`src/rtl/fir_root_pipe_if.sv`:
```
// fir_root_pipe_if
// Purpose: bundles the sample stream, the coefficient write port and the
//   result outputs of fir_root_pipe so they travel as one port.
// Signals:
//   Data_i, Valid_i, Ready_o          sample stream with backpressure
//   Coef_we, Coef_addr, Coef_wdata    coefficient bank write port
//   FIRout, Fir_valid_o               filter result and its "not yet taken" flag
//   ROOTout, Root_valid_o             floor(sqrt) of the taken result, 1-cycle pulse
// Modports:
//   master  sample source / controller side
//   slave   fir_root_pipe side
interface fir_root_pipe_if #(
  parameter int TAPS = 7,
  parameter int DW   = 8,
  parameter int CW   = 8,
  parameter int OW   = 16
);
  localparam int AW = $clog2(TAPS);

  logic [DW-1:0]   Data_i;
  logic            Valid_i;
  logic            Ready_o;
  logic            Coef_we;
  logic [AW-1:0]   Coef_addr;
  logic [CW-1:0]   Coef_wdata;
  logic [OW-1:0]   FIRout;
  logic            Fir_valid_o;
  logic [OW/2-1:0] ROOTout;
  logic            Root_valid_o;

  modport master (
    output Data_i, Valid_i, Coef_we, Coef_addr, Coef_wdata,
    input  Ready_o, FIRout, Fir_valid_o, ROOTout, Root_valid_o
  );

  modport slave (
    input  Data_i, Valid_i, Coef_we, Coef_addr, Coef_wdata,
    output Ready_o, FIRout, Fir_valid_o, ROOTout, Root_valid_o
  );
endinterface

```
`src/rtl/fir_root_pipe.sv`:
```
// fir_root_pipe
// Purpose: TAPS-tap unsigned FIR filter with a writable coefficient bank and a
//   valid/ready sample input, followed by an iterative restoring square root
//   of each filter result (one root bit per cycle).
// Ports:
//   Clk   rising-edge clock
//   Rst   asynchronous active-high reset
//   bus   fir_root_pipe_if.slave: Data_i/Valid_i/Ready_o sample stream,
//         Coef_we/Coef_addr/Coef_wdata coefficient writes,
//         FIRout/Fir_valid_o filter result, ROOTout/Root_valid_o root result
// Configuration:
//   FIRROOT_SAT_EN  defined: output limiting saturates at 2^OW-1
//                   undefined: output limiting keeps the low OW bits
module fir_root_pipe #(
  parameter int TAPS  = 7,
  parameter int DW    = 8,
  parameter int CW    = 8,
  parameter int OW    = 16,
  parameter int SHIFT = 0
) (
  input  logic           Clk,
  input  logic           Rst,
  fir_root_pipe_if.slave bus
);
  localparam int AW   = $clog2(TAPS);
  localparam int ACCW = DW + CW + $clog2(TAPS);
  localparam int LW   = (ACCW > OW) ? ACCW : OW;
  localparam int HW   = OW / 2;
  localparam int RW   = HW + 3;
  localparam int CNTW = (HW > 1) ? $clog2(HW) : 1;

  localparam logic [1:0] IDLE = 2'd0;
  localparam logic [1:0] CALC = 2'd1;
  localparam logic [1:0] DONE = 2'd2;

  logic [DW-1:0]   x_q    [TAPS];
  logic [CW-1:0]   coef_q [TAPS];
  logic [DW-1:0]   xNew   [TAPS];
  logic [ACCW-1:0] acc;
  logic [OW-1:0]   firLim;
  logic [OW-1:0]   firOut_q;
  logic            firValid_q, firValid_d;
  logic [1:0]      state_q, state_d;
  logic [OW-1:0]   rad_q;
  logic [RW-1:0]   rem_q;
  logic [RW-1:0]   remShift, trial, remNext;
  logic [HW-1:0]   root_q, rootNext, rootOut_q;
  logic [CNTW-1:0] cnt_q;
  logic            ready, accept, lastIter;

  // The result register is a one-entry buffer: it may be refilled whenever
  // it is empty or the root stage is about to take its current content.
  assign ready    = !firValid_q || (state_q == IDLE);
  assign accept   = bus.Valid_i && ready;
  assign lastIter = (cnt_q == CNTW'(HW - 1));

  // Sum over the delay line as it will look after this edge's shift, using the
  // coefficient bank before any same-edge write.
  always_comb begin
    xNew[0] = bus.Data_i;
    for (int k = 1; k < TAPS; k++) xNew[k] = x_q[k-1];
    acc = '0;
    for (int k = 0; k < TAPS; k++)
      acc = acc + ACCW'(coef_q[k]) * ACCW'(xNew[k]);
  end

`ifdef FIRROOT_SAT_EN
  logic [LW-1:0] accShift;
  assign accShift = LW'(acc) >> SHIFT;
  assign firLim   = (accShift > LW'({OW{1'b1}})) ? {OW{1'b1}} : accShift[OW-1:0];
`else
  assign firLim = OW'(LW'(acc) >> SHIFT);
`endif

  // A new accept keeps the buffer full even while IDLE hands the old value on.
  always_comb begin
    firValid_d = firValid_q;
    if (accept)                firValid_d = 1'b1;
    else if (state_q == IDLE)  firValid_d = 1'b0;
  end

  // Delay line, coefficient bank and result buffer.
  always_ff @(posedge Clk or posedge Rst) begin
    if (Rst) begin
      for (int k = 0; k < TAPS; k++) begin
        x_q[k]    <= '0;
        coef_q[k] <= '0;
      end
      firOut_q   <= '0;
      firValid_q <= 1'b0;
    end else begin
      if (accept) begin
        for (int k = 0; k < TAPS; k++) x_q[k] <= xNew[k];
        firOut_q <= firLim;
      end
      // Addresses at or above TAPS match no entry, so such writes are dropped.
      for (int k = 0; k < TAPS; k++)
        if (bus.Coef_we && (bus.Coef_addr == AW'(k))) coef_q[k] <= bus.Coef_wdata;
      firValid_q <= firValid_d;
    end
  end

  always_comb begin
    state_d = state_q;
    case (state_q)
      IDLE:    if (firValid_q) state_d = CALC;
      CALC:    if (lastIter)   state_d = DONE;
      DONE:    state_d = IDLE;
      default: state_d = IDLE;
    endcase
  end

  // One restoring step: bring down the next two radicand bits and try to
  // subtract 4*root+1; success appends a 1 to the root.
  always_comb begin
    remShift = (rem_q << 2) | RW'(rad_q[OW-1:OW-2]);
    trial    = (RW'(root_q) << 2) | RW'(1);
    remNext  = remShift;
    rootNext = root_q << 1;
    if (remShift >= trial) begin
      remNext  = remShift - trial;
      rootNext = (root_q << 1) | HW'(1);
    end
  end

  // Root datapath; the radicand shifts left so its top pair is always next.
  always_ff @(posedge Clk or posedge Rst) begin
    if (Rst) begin
      state_q   <= IDLE;
      rad_q     <= '0;
      rem_q     <= '0;
      root_q    <= '0;
      rootOut_q <= '0;
      cnt_q     <= '0;
    end else begin
      state_q <= state_d;
      case (state_q)
        IDLE: begin
          if (firValid_q) begin
            rad_q  <= firOut_q;
            rem_q  <= '0;
            root_q <= '0;
            cnt_q  <= '0;
          end
        end
        CALC: begin
          rad_q  <= rad_q << 2;
          rem_q  <= remNext;
          root_q <= rootNext;
          cnt_q  <= cnt_q + CNTW'(1);
          if (lastIter) rootOut_q <= rootNext;
        end
        default: ;
      endcase
    end
  end

  assign bus.Ready_o      = ready;
  assign bus.FIRout       = firOut_q;
  assign bus.Fir_valid_o  = firValid_q;
  assign bus.ROOTout      = rootOut_q;
  assign bus.Root_valid_o = (state_q == DONE);
endmodule
```
`src/flat_wrapper.sv`:
```
// flat-port wrapper written by rule: the top's interface ports become plain ports
module fir_root_pipe_flat 
#(
  parameter int TAPS  = 7,
  parameter int DW    = 8,
  parameter int CW    = 8,
  parameter int OW    = 16,
  parameter int SHIFT = 0
)
  (Clk, Rst, bus_Data_i, bus_Valid_i, bus_Coef_we, bus_Coef_addr, bus_Coef_wdata, bus_Ready_o, bus_FIRout, bus_Fir_valid_o, bus_ROOTout, bus_Root_valid_o);
  fir_root_pipe_if #(.TAPS(TAPS), .DW(DW), .CW(CW), .OW(OW)) bus_i ();
  input  logic Clk;
  input  logic Rst;
  input wire logic [$bits(bus_i.Data_i)-1:0] bus_Data_i;
  input wire logic [$bits(bus_i.Valid_i)-1:0] bus_Valid_i;
  input wire logic [$bits(bus_i.Coef_we)-1:0] bus_Coef_we;
  input wire logic [$bits(bus_i.Coef_addr)-1:0] bus_Coef_addr;
  input wire logic [$bits(bus_i.Coef_wdata)-1:0] bus_Coef_wdata;
  output wire logic [$bits(bus_i.Ready_o)-1:0] bus_Ready_o;
  output wire logic [$bits(bus_i.FIRout)-1:0] bus_FIRout;
  output wire logic [$bits(bus_i.Fir_valid_o)-1:0] bus_Fir_valid_o;
  output wire logic [$bits(bus_i.ROOTout)-1:0] bus_ROOTout;
  output wire logic [$bits(bus_i.Root_valid_o)-1:0] bus_Root_valid_o;
  assign bus_i.Data_i = bus_Data_i;
  assign bus_i.Valid_i = bus_Valid_i;
  assign bus_i.Coef_we = bus_Coef_we;
  assign bus_i.Coef_addr = bus_Coef_addr;
  assign bus_i.Coef_wdata = bus_Coef_wdata;
  assign bus_Ready_o = bus_i.Ready_o;
  assign bus_FIRout = bus_i.FIRout;
  assign bus_Fir_valid_o = bus_i.Fir_valid_o;
  assign bus_ROOTout = bus_i.ROOTout;
  assign bus_Root_valid_o = bus_i.Root_valid_o;
  fir_root_pipe #(.TAPS(TAPS), .DW(DW), .CW(CW), .OW(OW), .SHIFT(SHIFT)) u_core (.Clk(Clk), .Rst(Rst), .bus(bus_i));
endmodule
```
`config.mk`:
```
export PLATFORM = sky130hd
export DESIGN_NAME = fir_root_pipe_flat
export DESIGN_NICKNAME = d
export VERILOG_FILES = /design/src/rtl/fir_root_pipe_if.sv /design/src/rtl/fir_root_pipe.sv /design/src/flat_wrapper.sv
export SDC_FILE = /design/constraint.sdc
export NUM_CORES = 1
export LEC_CHECK = 0
export CAP_MARGIN = 20
export CORE_MARGIN = 2
export CORE_UTILIZATION = 55
export CTS_CLUSTER_SIZE = 40
export DETAILED_ROUTE_END_ITERATION = 10
export PLACE_DENSITY_LB_ADDON = 0.25
export SLEW_MARGIN = 20
export SYNTH_ARGS = -nofsm -noshare
export SYNTH_HDL_FRONTEND = slang
export SYNTH_SLANG_ARGS = --single-unit
```
`constraint.sdc`:
```
create_clock -name Clk -period 14.3 [get_ports Clk]
set_input_delay 2.145 -clock Clk [delete_from_list [all_inputs] [get_ports Clk]]
set_output_delay 2.145 -clock Clk [all_outputs]
set_load 0.02 [all_outputs]
```
==> implementation parameters <==
Parameter                              Value

Run status
  Outcome ... finished, final reports clean

Critical path
  Cell repeated most along the worst path ... sky130_fd_sc_hd__fa_1
  Kind of end point of the critical path ... register
  Critical Path AT ... 9610 ps
  Maximum fanout along the worst path ... 9
  Crit path max-delay cell type ... sky130_fd_sc_hd__fa_1
  Critical Path RT ... 14640 ps
  Classification of the worst setup path ... in -> reg
  Max incr delay on CP ... 560 ps
  Worst Setup Start Kind ... input pin

GRT
  Grt met3 use ... 0.0355
  Number of global-route vias before repair ... 16200
  Wire length of the first global-routing pass ... 86600 um
  Global routing usage on met1 ... 0.359
  GRT Total Usage ... 0.272
  Global-route met2 utilization ... 0.454
  Busiest grt layer ... met2
  Number of antenna violations at the first check in global routing ... 0
  Largest net degree at the start of global routing ... 76
  Sum of overflow across all layers after global routing ... 0

Floorplanning
  Site Rows ... 73
  Area of the core ... 39700 um2
  Starting utilization of the core area ... 0.558
  Full die area ... 42000 um2
  Die Y-Extent ... 205 um
  Floorplan die width ... 205 um
  I/O Pins ... 50

Layout
  Layout cells sized above 1 ... 0.0725
  Diode count ... 0
  # fillers ... 3381
  Final core utilization ... 0.599
  Syn-to-layout area delta ... 7.36%
  Layout net count ... 2812

Synthesis
  Number of flops mapped to enable cells by yosys ... 0
  Synth warn ... 0
  Async set-reset flop share out of synthesis ... 1.00
  Cell area after technology mapping ... 22200 um2
  Synth Flop Type ... sky130_fd_sc_hd__dfrtp_1
  Syn Area/Cell ... 10.2 um2
  Share of the yosys chip area belonging to registers ... 0.188
  Post-Syn Instances ... 2179
  Library cells used by synthesis ... 44
  Net count after synthesis ... 2798
  FF+latch count, synth ... 167

Placed design
  Worst slack at placement ... 4550 ps
  Global placer's final weighted congestion ... 0.904
  Half-perimeter wire length of the detailed placement result ... 42300 um
  Total of buffers placed on input and output ports ... 49

Routing
  Initial DRT Pass Iterations ... 7
  Vias after detailed routing ... 14600
  Residual DRC ... 0
  Average vias per placed instance ... 5.33
  Average detailed-routed wire length per instance ... 18.9 um
  Initial DRC count ... 735
  Remaining number of nets flagged by the antenna check after routing ... 0
  Total wirelength of the detailed-routed design ... 51600 um

CTS
  Cell at the root of the clock tree ... sky130_fd_sc_hd__clkbuf_16
  CTS clock-pin slew for the worst setup and hold paths ... 60 ps
  H-Tree Level Count ... 4
  Total of hold buffers inserted after clock tree synthesis ... 0
  Worst-skew pair later-pin latency ... 460 ps
  CTS max path bufs ... 2
  TritonCTS buffer count ... 17
  Number of sinks handled by clock tree synthesis ... 167
  PostCTS Resize Cnt ... 0
  Post-CTS Repair Setup Buffers ... 0
  CTS tree ... yes

Min path
  Hold WC Path Type ... reg -> reg

Timing
  Post-layout minimum cycle time ... 9270 ps
  Share of the clock period used by the worst path after layout ... 0.648
  Setup repair after global routing missed its margin ... false
  Worst slack on hold paths ... 480 ps
  Post-route setup TNS ... 0 ps
  Clock Skew ... 10.9 ps
  Number of pins exceeding their max-slew limit in the final report ... 0
  Number of setup violations in the final report ... 0
  Final Hold Fails ... 0
  PnR worst setup slack ... 5030 ps
  Slew HR ... 0.261
  Worst-Margin Slew ... 1110 ps
  Maximum operating frequency ... 108 MHz

Run
  Max Cap Violations ... 0
## layer usage
metal,share of wire,wire length (um)
met1,0.43,22000
met2,0.49,25100
met3,0.043,2250
met4,0.044,2290
met5,0,0
## flip-flops by register name (all words and copies together), names as in the netlist
signal                  count
u_core.bus.FIRout          16
u_core.bus.Fir_valid_o      1
u_core.bus.ROOTout          8
u_core.cnt_q                3
u_core.coef_q              56
u_core.rad_q               16
u_core.rem_q                9
u_core.root_q               8
u_core.state_q              2
u_core.xNew                48
## critical path, delay by kind of cell
kind / cells / cell delay (ps)
and+or+nand+nor: 1 / 250
adders and majority gates: 10 / 4900
xor gates and xnor gates: 1 / 140
buffers and inverters: 7 / 870
muxes: 1 / 250
AOI/OAI and AO/OA: 5 / 1020
## placed cells by master (no fill, tap or decap), types with 3 or more instances in the layout
| master | instances |
|---|---|
| sky130_fd_sc_hd__mux2_2 | 110 |
| sky130_fd_sc_hd__inv_1 | 531 |
| sky130_fd_sc_hd__and2_1 | 289 |
| sky130_fd_sc_hd__o21bai_1 | 5 |
| sky130_fd_sc_hd__fa_1 | 401 |
| sky130_fd_sc_hd__xnor2_1 | 30 |
| sky130_fd_sc_hd__nor2b_1 | 18 |
| sky130_fd_sc_hd__dfrtp_1 | 167 |
| sky130_fd_sc_hd__nor3_1 | 3 |
| sky130_fd_sc_hd__a21oi_1 | 30 |
| sky130_fd_sc_hd__a21o_1 | 5 |
| sky130_fd_sc_hd__a22o_1 | 3 |
| sky130_fd_sc_hd__buf_4 | 4 |
| sky130_fd_sc_hd__ha_1 | 195 |
| sky130_fd_sc_hd__nand2_1 | 204 |
| sky130_fd_sc_hd__mux2i_1 | 7 |
| sky130_fd_sc_hd__nand2b_1 | 3 |
| sky130_fd_sc_hd__xor2_1 | 9 |
| sky130_fd_sc_hd__nand4b_1 | 4 |
| sky130_fd_sc_hd__a2bb2oi_1 | 3 |
| sky130_fd_sc_hd__o21ai_0 | 60 |
| sky130_fd_sc_hd__a22oi_1 | 14 |
| sky130_fd_sc_hd__clkbuf_8 | 3 |
| sky130_fd_sc_hd__bufinv_16 | 5 |
| sky130_fd_sc_hd__clkbuf_16 | 17 |
| sky130_fd_sc_hd__nor2_1 | 5 |
| sky130_fd_sc_hd__clkdlybuf4s50_1 | 49 |
## cell type report
cell class | instances | area, um2 | share of cell area
timing repair buffer | 53 | 520 | 0.0219
sequential | 167 | 4180 | 0.175
multi-input combinational | 1422 | 15800 | 0.663
tap | 525 | 657 | 0.0276
clock inverter | 11 | 194 | 0.00814
clock buffer | 21 | 470 | 0.0198
inverter | 532 | 2000 | 0.0841
## cells in the mapped netlist, types with 2 or more instances
| cell | n | area share |
|---|---|---|
| sky130_fd_sc_hd__inv_1 | 532 | 0.090 |
| sky130_fd_sc_hd__fa_1 | 401 | 0.36 |
| sky130_fd_sc_hd__and2_1 | 289 | 0.082 |
| sky130_fd_sc_hd__nand2_1 | 205 | 0.035 |
| sky130_fd_sc_hd__ha_1 | 195 | 0.11 |
| sky130_fd_sc_hd__dfrtp_1 | 167 | 0.19 |
| sky130_fd_sc_hd__mux2_2 | 110 | 0.056 |
| sky130_fd_sc_hd__o21ai_0 | 60 | 0.014 |
| sky130_fd_sc_hd__clkbuf_1 | 50 | 0.0085 |
| sky130_fd_sc_hd__a21oi_1 | 31 | 0.0070 |
| sky130_fd_sc_hd__xnor2_1 | 30 | 0.012 |
| sky130_fd_sc_hd__nor2b_1 | 18 | 0.0051 |
| sky130_fd_sc_hd__a22oi_1 | 14 | 0.0047 |
| sky130_fd_sc_hd__xor2_1 | 9 | 0.0036 |
| sky130_fd_sc_hd__mux2i_1 | 7 | 0.0032 |
| sky130_fd_sc_hd__buf_2 | 6 | 0.0014 |
| sky130_fd_sc_hd__o21bai_1 | 6 | 0.0020 |
| sky130_fd_sc_hd__a21o_1 | 5 | 0.0017 |
| sky130_fd_sc_hd__nor2_1 | 5 | 0.00085 |
| sky130_fd_sc_hd__nand4b_1 | 4 | 0.0016 |
| sky130_fd_sc_hd__a22o_1 | 3 | 0.0012 |
| sky130_fd_sc_hd__a2bb2oi_1 | 3 | 0.0012 |
| sky130_fd_sc_hd__nand2b_1 | 3 | 0.00085 |
| sky130_fd_sc_hd__nor3_1 | 3 | 0.00068 |
| sky130_fd_sc_hd__a211oi_1 | 2 | 0.00068 |
| sky130_fd_sc_hd__nor3_2 | 2 | 0.00090 |
| sky130_fd_sc_hd__nor3b_2 | 2 | 0.0011 |
## final timing paths
path | startpoint | endpoint | slack, ps | cells after the start
min reg2reg | u_core.root_q[4] | u_core.root_q[4] | 480 | 2
min in group asynchronous | Rst | u_core.xNew[36] | 2160 | 2
max reg2reg | u_core.xNew[12] | u_core.bus.FIRout[14] | 6770 | 23
max | bus_Data_i[5] | u_core.bus.FIRout[14] | 5030 | 25
max in group asynchronous | Rst | u_core.xNew[11] | 10930 | 3
min | u_core.root_q[4] | u_core.root_q[4] | 480 | 2
## kinds of logic (layout without fill, tap and decap cells)
logic type | Yosys count | count (layout) | share of synthesized area
muxes | 117 | 117 | 0.0590
adders and majority gates | 596 | 596 | 0.472
AOI/OAI and AO/OA | 134 | 134 | 0.0363
DFF | 167 | 167 | 0.188
buffers and inverters | 590 | 617 | 0.100
xor gates and xnor gates | 39 | 39 | 0.0154
and+or+nand+nor | 536 | 536 | 0.129
## stage by stage
step / cell area, um2 / cells
4_1_cts: 23800 / 2731
2_1_floorplan: 22200 / 2179
5_1_grt: 23800 / 2731
3_3_place_gp: 23100 / 2699
6_report: 23800 / 2731
3_5_place_dp: 23200 / 2699
Power is left out: the tool's default activity adds up to more than one toggle a clock period on the data nets, which glitch-free logic cannot reach.
